**config.mk**
```make
export PLATFORM = sky130hd
export DESIGN_NAME = jt10_adpcma_mix_flat
export DESIGN_NICKNAME = d
export VERILOG_FILES = /design/src/rtl/jt10_adpcma_mix_if.sv /design/src/rtl/jt10_adpcma_mix.sv /design/src/flat_wrapper.sv
export SDC_FILE = /design/constraint.sdc
export NUM_CORES = 1
export LEC_CHECK = 0
export BUFFER_PORTS_ARGS = -buffer_cell sky130_fd_sc_hd__buf_2
export CAP_MARGIN = 20
export CORE_MARGIN = 2
export CORE_UTILIZATION = 54
export DETAILED_ROUTE_END_ITERATION = 8
export PLACE_DENSITY_LB_ADDON = 0.05
export SLEW_MARGIN = 25
export SYNTH_ARGS = -nofsm -noshare
export SYNTH_HDL_FRONTEND = slang
export SYNTH_SLANG_ARGS = --single-unit
```
**constraint.sdc**
```tcl
create_clock -name clk -period 4.25 [get_ports clk]
set_clock_uncertainty 0.2 [all_clocks]
set_input_delay 0.85 -clock clk [delete_from_list [all_inputs] [get_ports clk]]
set_output_delay 0.85 -clock clk [all_outputs]
set_load 0.05 [all_outputs]
```
**src/rtl/jt10_adpcma_mix_if.sv**
```systemverilog
// Slot-rate bus between the ADPCM-A channel engine and the stereo mixer:
// per-slot sample, pan and mute in; latched frame totals and slot index out.
interface jt10_adpcma_mix_if;
  logic               cen;
  logic               zero;
  logic signed [15:0] pcm_in;
  logic        [1:0]  lr;
  logic        [5:0]  ch_mute;
  logic signed [15:0] snd_l;
  logic signed [15:0] snd_r;
  logic               sample;
  logic        [2:0]  slot;

  modport master (
    output cen, zero, pcm_in, lr, ch_mute,
    input  snd_l, snd_r, sample, slot
  );

  modport slave (
    input  cen, zero, pcm_in, lr, ch_mute,
    output snd_l, snd_r, sample, slot
  );
endinterface

```
**src/rtl/jt10_adpcma_mix.sv**
```systemverilog
// Six-slot ADPCM-A stereo mixer: pans/mutes each slot sample, accumulates a
// frame and latches saturated 16-bit totals when the next frame starts.
module jt10_adpcma_mix #(
  parameter int ACCW = 19
) (
  input logic               rst,
  input logic               clk,
  jt10_adpcma_mix_if.slave  bus
);

  localparam logic signed [ACCW-1:0] ACC_MAX = {1'b0, {(ACCW-1){1'b1}}};
  localparam logic signed [ACCW-1:0] ACC_MIN = {1'b1, {(ACCW-1){1'b0}}};

  function automatic logic signed [15:0] sat16(input logic signed [ACCW-1:0] v);
    if (v[ACCW-1:15] == {(ACCW-15){v[ACCW-1]}})
      return v[15:0];
    else
      return v[ACCW-1] ? 16'sh8000 : 16'sh7fff;
  endfunction

  function automatic logic signed [ACCW-1:0] sat_acc(input logic signed [ACCW:0] v);
    if (v[ACCW] == v[ACCW-1])
      return v[ACCW-1:0];
    else
      return v[ACCW] ? ACC_MIN : ACC_MAX;
  endfunction

  logic signed [ACCW-1:0] acc_l_p0, acc_r_p0;
  logic signed [15:0]     snd_l_p1, snd_r_p1;
  logic                   vld_p1;
  logic        [2:0]      slot_p0;

  logic        [2:0]      idx;
  logic        [2:0]      slot_nxt;
  logic                   muted;
  logic signed [ACCW-1:0] l_in, r_in;
  logic signed [ACCW:0]   sum_l, sum_r;

  // Stage 0: slot decode, pan/mute gating and extended-width add
  always_comb begin
    idx      = bus.zero ? 3'd0 : slot_p0;
    slot_nxt = bus.zero ? 3'd1 : ((idx == 3'd5) ? 3'd0 : idx + 3'd1);
    muted    = bus.ch_mute[idx];
    l_in     = (bus.lr[1] && !muted) ? ACCW'(bus.pcm_in) : '0;
    r_in     = (bus.lr[0] && !muted) ? ACCW'(bus.pcm_in) : '0;
    sum_l    = {acc_l_p0[ACCW-1], acc_l_p0} + {l_in[ACCW-1], l_in};
    sum_r    = {acc_r_p0[ACCW-1], acc_r_p0} + {r_in[ACCW-1], r_in};
  end

  // Stage 1: accumulate, or close the frame and restart with this slot
  always_ff @(posedge clk) begin
    if (rst) begin
      acc_l_p0 <= '0;
      acc_r_p0 <= '0;
      snd_l_p1 <= '0;
      snd_r_p1 <= '0;
      vld_p1   <= 1'b0;
      slot_p0  <= 3'd0;
    end else begin
      vld_p1 <= 1'b0;
      if (bus.cen) begin
        slot_p0 <= slot_nxt;
        if (bus.zero) begin
          snd_l_p1 <= sat16(acc_l_p0);
          snd_r_p1 <= sat16(acc_r_p0);
          acc_l_p0 <= l_in;
          acc_r_p0 <= r_in;
          vld_p1   <= 1'b1;
        end else begin
          acc_l_p0 <= sat_acc(sum_l);
          acc_r_p0 <= sat_acc(sum_r);
        end
      end
    end
  end

  assign bus.snd_l  = snd_l_p1;
  assign bus.snd_r  = snd_r_p1;
  assign bus.sample = vld_p1;
  assign bus.slot   = slot_p0;

endmodule
```
**src/flat_wrapper.sv**
```systemverilog
// flat-port wrapper written by rule: the top's interface ports become plain ports
module jt10_adpcma_mix_flat 
#(
  parameter int ACCW = 19
)
  (rst, clk, bus_cen, bus_zero, bus_pcm_in, bus_lr, bus_ch_mute, bus_snd_l, bus_snd_r, bus_sample, bus_slot);
  jt10_adpcma_mix_if bus_i ();
  input logic rst;
  input logic clk;
  input wire logic [$bits(bus_i.cen)-1:0] bus_cen;
  input wire logic [$bits(bus_i.zero)-1:0] bus_zero;
  input wire logic [$bits(bus_i.pcm_in)-1:0] bus_pcm_in;
  input wire logic [$bits(bus_i.lr)-1:0] bus_lr;
  input wire logic [$bits(bus_i.ch_mute)-1:0] bus_ch_mute;
  output wire logic [$bits(bus_i.snd_l)-1:0] bus_snd_l;
  output wire logic [$bits(bus_i.snd_r)-1:0] bus_snd_r;
  output wire logic [$bits(bus_i.sample)-1:0] bus_sample;
  output wire logic [$bits(bus_i.slot)-1:0] bus_slot;
  assign bus_i.cen = bus_cen;
  assign bus_i.zero = bus_zero;
  assign bus_i.pcm_in = bus_pcm_in;
  assign bus_i.lr = bus_lr;
  assign bus_i.ch_mute = bus_ch_mute;
  assign bus_snd_l = bus_i.snd_l;
  assign bus_snd_r = bus_i.snd_r;
  assign bus_sample = bus_i.sample;
  assign bus_slot = bus_i.slot;
  jt10_adpcma_mix #(.ACCW(ACCW)) u_core (.rst(rst), .clk(clk), .bus(bus_i));
endmodule
```
# --- Word-level counts from Yosys, hierarchy flattened ---
# Index checks and enable logic that the tools add are counted.
op_classes:
  order_cmp: 1
  bitwise: 1
  eq_ne: 5
  reduce_logical: 5
  mux: 18
  add_sub_neg: 3
op_table:
  columns: ["op", "count"]
  rows:
  - ["2-to-1 mux 19 bit", 8]
  - ["2-to-1 mux 16 bit", 4]
  - ["adder 19 x 19 -> 20 bit", 2]
  - ["2-to-1 mux 3 bit", 3]
  - ["equality test 3 bit", 2]
  - ["less-than comparator 3 x 4 -> 1 bit (second input constant)", 1]
  - ["adder 3 x 1 -> 3 bit (second input constant)", 1]
  - ["binary-select mux 1 bit (select 3 bit)", 1]
  - ["equality test 3 bit (second input constant)", 1]
  - ["equality test 1 bit", 2]
  - ["logical AND 1 bit", 2]
  - ["2-to-1 mux 1 bit", 2]
  - ["AND reduction 2 bit", 1]
  - ["OR reduction 2 bit", 1]
  - ["zero test 1 bit", 1]
  - ["inverter 1 bit", 1]
word_totals:
  wordCells: 39
  output_inout_bits: 36
  in_bits: 28
  register_bits: 74

# --- Longest topological paths before layout ---
depth:
  depth_word: 10
  ltp_mapped: 18
  depth_no_buf: 15

# --- Least setup slack after synthesis ---
# Ideal clock, no wire load.
synth_path:
  path_kind: "reg-to-reg"
  start: "register u_core.slot_p0[0] (netlist: u_core.bus.slot[0])"
  end: "register u_core.acc_r_p0[14]"
  path_buffers: 2
  arrival_ns: 4.417
  slack_ns: -0.484
  stages_incl_launch_ff: 18
  required_time_ns: 3.933
  setup_time_ns: 0.117
  synth_period_minus_slack_ns: 4.734
  path_cell_list: "dfxtp_1 clkbuf_1 mux2i_1 a211o_1 a2bb2oi_1 nor3b_1 clkbuf_1 and2_1 ha_1 fa_1 a21o_1 o2bb2ai_1 a21oi_2 o21ai_1 nor3_1 o21ai_2 a311o_1 a22o_1"
synth_via:
  elab_chain_len: 10
  word_cells_on_any_way: 11
  cone_classes: "add/sub (1); eq/ne (1); mux (7); reduce/logical (2)"
synth_rtl:
  columns: ["item", "line", "source"]
  rows:
  - ["start, declared", "jt10_adpcma_mix.sv:31", "logic [2:0] slot_p0;"]
  - ["start signal, assigned", "jt10_adpcma_mix.sv:62", "slot_p0 <= slot_nxt;"]
  - ["2-to-1 mux 3 bit (*)", "jt10_adpcma_mix.sv:41", "idx = bus.zero ? 3'd0 : slot_p0;"]
  - ["binary-select mux 1 bit (select 3 bit) (*)", "jt10_adpcma_mix.sv:43", "muted = bus.ch_mute[idx];"]
  - ["2-to-1 mux 1 bit (not written as such) (*)", "jt10_adpcma_mix.sv:43", null]
  - ["zero test 1 bit (*)", "jt10_adpcma_mix.sv:45", "r_in = (bus.lr[0] && !muted) ? ACCW'(bus.pcm_in) : '0;"]
  - ["logical AND 1 bit (*)", "jt10_adpcma_mix.sv:45", null]
  - ["2-to-1 mux 19 bit (*)", "jt10_adpcma_mix.sv:45", null]
  - ["adder 19 x 19 -> 20 bit", "jt10_adpcma_mix.sv:47", "sum_r = {acc_r_p0[ACCW-1], acc_r_p0} + {r_in[ACCW-1], r_in};"]
  - ["2-to-1 mux 19 bit or equality test 1 bit (tied branches)", "jt10_adpcma_mix.sv:25, jt10_adpcma_mix.sv:22", null]
  - ["2-to-1 mux 19 bit", "jt10_adpcma_mix.sv:22", "if (v[ACCW] == v[ACCW-1])"]
  - ["2-to-1 mux 19 bit (*)", "jt10_adpcma_mix.sv:63", "if (bus.zero) begin"]
  - ["end signal, assigned", "jt10_adpcma_mix.sv:67", "acc_r_p0 <= r_in;"]
  - ["end signal, assigned", "jt10_adpcma_mix.sv:71", "acc_r_p0 <= sat_acc(sum_r);"]
  - ["end, declared", "jt10_adpcma_mix.sv:28", "logic signed [ACCW-1:0] acc_l_p0, acc_r_p0;"]
# Every way passes the cells marked *; elsewhere a longest branch is shown, timed or not. The select of a mux whose other input is x is not followed.
# A chain may end at the register's enable or synchronous reset.

# --- Worst setup path after layout ---
layout_path:
  start: "input bus_zero"
  end: "register u_core.acc_r_p0[16]"
layout_via:
  elab_chain_len: 10
  word_cells_on_any_way: 11
  cone_classes: "add/sub (1); eq/ne (1); mux (7); reduce/logical (2)"
layout_rtl:
  columns: ["item", "line", "source"]
  rows:
  - ["start, declared", "flat_wrapper.sv:11", "input wire logic [$bits(bus_i.zero)-1:0] bus_zero;"]
  - ["2-to-1 mux 3 bit", "jt10_adpcma_mix.sv:41", null]
  - ["binary-select mux 1 bit (select 3 bit)", "jt10_adpcma_mix.sv:43", null]
  - ["2-to-1 mux 1 bit (not written as such)", "jt10_adpcma_mix.sv:43", null]
  - ["zero test 1 bit", "jt10_adpcma_mix.sv:45", null]
  - ["logical AND 1 bit", "jt10_adpcma_mix.sv:45", null]
  - ["2-to-1 mux 19 bit", "jt10_adpcma_mix.sv:45", null]
  - ["adder 19 x 19 -> 20 bit", "jt10_adpcma_mix.sv:47", null]
  - ["2-to-1 mux 19 bit or equality test 1 bit (tied branches)", "jt10_adpcma_mix.sv:25, jt10_adpcma_mix.sv:22", null]
  - ["2-to-1 mux 19 bit", "jt10_adpcma_mix.sv:22", null]
  - ["2-to-1 mux 19 bit (*)", "jt10_adpcma_mix.sv:63", null]
# Marked as above.

==> reports/qor.yml <==
fillers: 764
yosysSeqAreaShare_pct: 26.5
ir_drop_uv: 160
slew_headroom_pct: 32.6
hp-start: "u_core.bus.snd_l[15]"
clock_path_buffers: 2
ant_nets: 0
dp_hpwl_um: 14000
synth_commonest_cells: "78 x nor2_1, 74 x dfxtp_1, 69 x a21oi_1, 55 x nand2_1, 52 x o21ai_0"
io_pins: 64
synth_nets: 806
die_y_um: 106
endpoint_kind: "flip-flop"
tritoncts: "built"
place_worst_setup_slack_ns: -0.681
final_cells: 1051
cts_inserted_buffers: 9
hold_viol: 0
cp_data_arrival_time_ns: 4.31
initial_utilization_pct: 54.9
syn-instance-count: 738
finalCriticalPeriod_ns: 4.28
drive_gt1_share_pct: 35.2
vias_per_cell: 6.12
drt_first_pass_iters: 5
period_share_pct: 101
syn2layout_area_growth_pct: 38.5
antenna_cells: 0
clkPwrFrac_pct: 23.6
ys.flop_type: "dfxtp_1"
grt_usage_pct: 33.0
slowest_delay_ns: 0.39
post-synth-top-area-fraction_pct: 26.5
grt_max_degree: 59
reg2reg_from: "u_core.bus.slot[0]"
wl_met3_um: 1700
port_buffers: 63
cts_sinks: 74
violations: "negative setup slack"
crit_path_max_fanout: 9
highest_layer: "met4"
path_buf_inv: 8
die_w_um: 106
hold_buffers: 0
internal_power_w: 0.00145
multi_input_area_um2: 4280
yosysMostFrequentCell: "nor2_1"
synth_edf_count: 0
gp_congestion: 0.956
p_total_w: 0.00233
power.leakage_nw: 3.41
setup_viol: 8
grt_pass1_wl_um: 29400
drt-met1-wl_um: 8660
p_switching_w: 0.000881
overflow: 0
worstSetupPathType: "in2reg"
routed_wl_um: 19100
cp-start-kind: "input port"
wl_per_cell_um: 18.2
placed_cells: 1017
final-seq-area_um2: 1480
wl_met2_um: 8380
worstHoldPathType: "reg2reg"
slowest_stage: "a2111oi_4"
cp_cell_sequence: "buf_2 > buf_4 > nor4b_4 > buf_4 > nor3b_4 > buf_6 > buf_12 > nand2_2 > inv_2 > ha_4 > a2111oi_4 > o21ai_2 > a31o_1 > a221o_1 > o21ai_4 > o21a_4 > buf_6 > buf_6 > a21o_1 > a211oi_2"
syn_avg_cell_area_um2: 7.58
cp-startpoint: "bus_zero"
status: "complete, but fails checks"
pwr-share-comb_pct: 41.6
cp_top_family: "compound AO/OA/AOI/OAI gates"
power_frac_seq_pct: 34.8
worst_slack_ns: -0.0330
htreeDepth: 3
drt-initial-drc-count: 620
synth_top_area_cell: "dfxtp_1"
ys_warn_count: 0
clock_latency_ns: 0.36
antenna_found_initial: 0
clockRootBuffer: "clkbuf_8"
maxSlewViolCount: 0
max_freq_mhz: 233
worst-r2r-setup-slack_ns: 0.09
synth_cell_types: 72
die_area_um2: 11200
syn_area_um2: 5590
cap_violations: 0
power.density_nw_per_um2: 300
synth_area_leaders: "dfxtp_1 26%, ha_1 8.5%, a21oi_1 6.2%"
ys_ff_latch: 74
vias: 6433
rows: 37
rsz0062_at_grt: "yes"
worstPathRequired_ns: 4.27
grt_pass1_vias: 5883
swShare_pct: 37.9
cts.reportedPaths.clkPinSlew_ns: 0.08
drc: 0
cpMostUsedCell: "buf_6"
layout.nets: 978
ys_async_sr_fraction_pct: 0
core_um2: 10200
worst_slew_pin_slew_ns: 1.01
kinds of logic after synthesis:
group | count (synthesis) | share of synthesized area [%]
buffers and inverters | 79 | 5.64
flip-flops | 74 | 26.5
adder cells (fa/ha/maj) | 41 | 9.39
AND/OR/NAND/NOR | 245 | 21.1
AO/OA/AOI/OAI | 270 | 32.7
XOR/XNOR | 25 | 3.91
multiplexers | 4 | 0.716
worst paths after layout:
path,cells past startpoint,endpoint
worst max-delay path,20,u_core.acc_r_p0[16]
worst min-delay path,2,u_core.bus.snd_l[15]
worst max register to register,21,u_core.acc_r_p0[16]
worst min register to register,2,u_core.bus.snd_l[15]
area by class of cell:
| class | instances | share of cell area [%] |
|---|---|---|
| Inverter | 35 | 1.70 |
| Clock buffer | 11 | 1.70 |
| Clock inverter | 5 | 0.710 |
| Sequential cell | 74 | 19.1 |
| Tap cell | 136 | 2.20 |
| Multi-Input combinational cell | 585 | 55.2 |
| Timing Repair Buffer | 205 | 19.3 |
tightest hold or removal path: cells and delay by family (launching register included):
kind / cells / cell delay, ns
DFF: 1 / 0.32
and+or+nand+nor: 1 / 0.05
AOI/OAI and AO/OA: 1 / 0.06
per-layer routing:
metal	vias up	GRT usage [%]
li1	3078	-
met1	3057	47.6
met2	270	50.0
met3	28	5.63
met4	0	10.1
met5	-	0
power by group through the flow:
stage | clock, W | sequential [W] | combinational [W]
3_5_place_dp | 0 | 0.000818 | 0.000823
2_1_floorplan | 0 | 0.000874 | 0.000461
6_report | 0.000550 | 0.000809 | 0.000967
4_1_cts | 0.000552 | 0.000801 | 0.000836
3_3_place_gp | 0 | 0.000816 | 0.000806
5_1_grt | 0.000589 | 0.000814 | 0.00104
sequential cells by signal, summed over array words and instances (netlist names):
signal / count
u_core.acc_r_p0: 19
u_core.bus.snd_l: 16
u_core.bus.snd_r: 16
u_core.acc_l_p0: 19
u_core.bus.slot: 3
u_core.bus.sample: 1
timing repair:
| item | 4_1_cts | 5_1_grt |
|---|---|---|
| setup buffers | 1 | 16 |
| pin swaps | 4 | 50 |
| endpoints found under the setup margin | 38 | 37 |
| gates resized for setup | 10 | 100 |
| gates cloned | 0 | 2 |
placed cells by master (no fill, tap or decap), types with 8 or more instances in the layout:
| cell type | synthesis | routed |
|---|---|---|
| buf_6 | 2 | 15 |
| and2_1 | 25 | 12 |
| a21oi_1 | 69 | 63 |
| a21o_1 | 13 | 13 |
| nor2_1 | 78 | 77 |
| a31oi_1 | 9 | 8 |
| and2_4 | 0 | 10 |
| inv_1 | 34 | 32 |
| dfxtp_1 | 74 | 73 |
| nand2_1 | 55 | 51 |
| xnor2_1 | 18 | 18 |
| nand3_1 | 16 | 13 |
| nor3_1 | 32 | 31 |
| o21ai_2 | 2 | 9 |
| buf_2 | 3 | 61 |
| ha_1 | 38 | 24 |
| o21ai_0 | 52 | 45 |
| buf_4 | 0 | 125 |
| a211oi_1 | 22 | 17 |
| clkbuf_8 | 0 | 9 |
| ha_4 | 0 | 11 |
| a311oi_1 | 24 | 22 |
through the flow:
step	area (um^2)	hold WS [ns]	utilization [%]	setup TNS, ns
6_report	7750	0.267	76.1	-0.162
5_1_grt	7750	0.279	76.1	-2.94
4_1_cts	7150	0.267	70.2	0
3_5_place_dp	6910	0.256	67.8	-21.63
3_3_place_gp	6910	0.249	67.8	-18.99
2_1_floorplan	5640	0.256	-	-0.557
No activity file was read; power rests on OpenSTA's default activity.
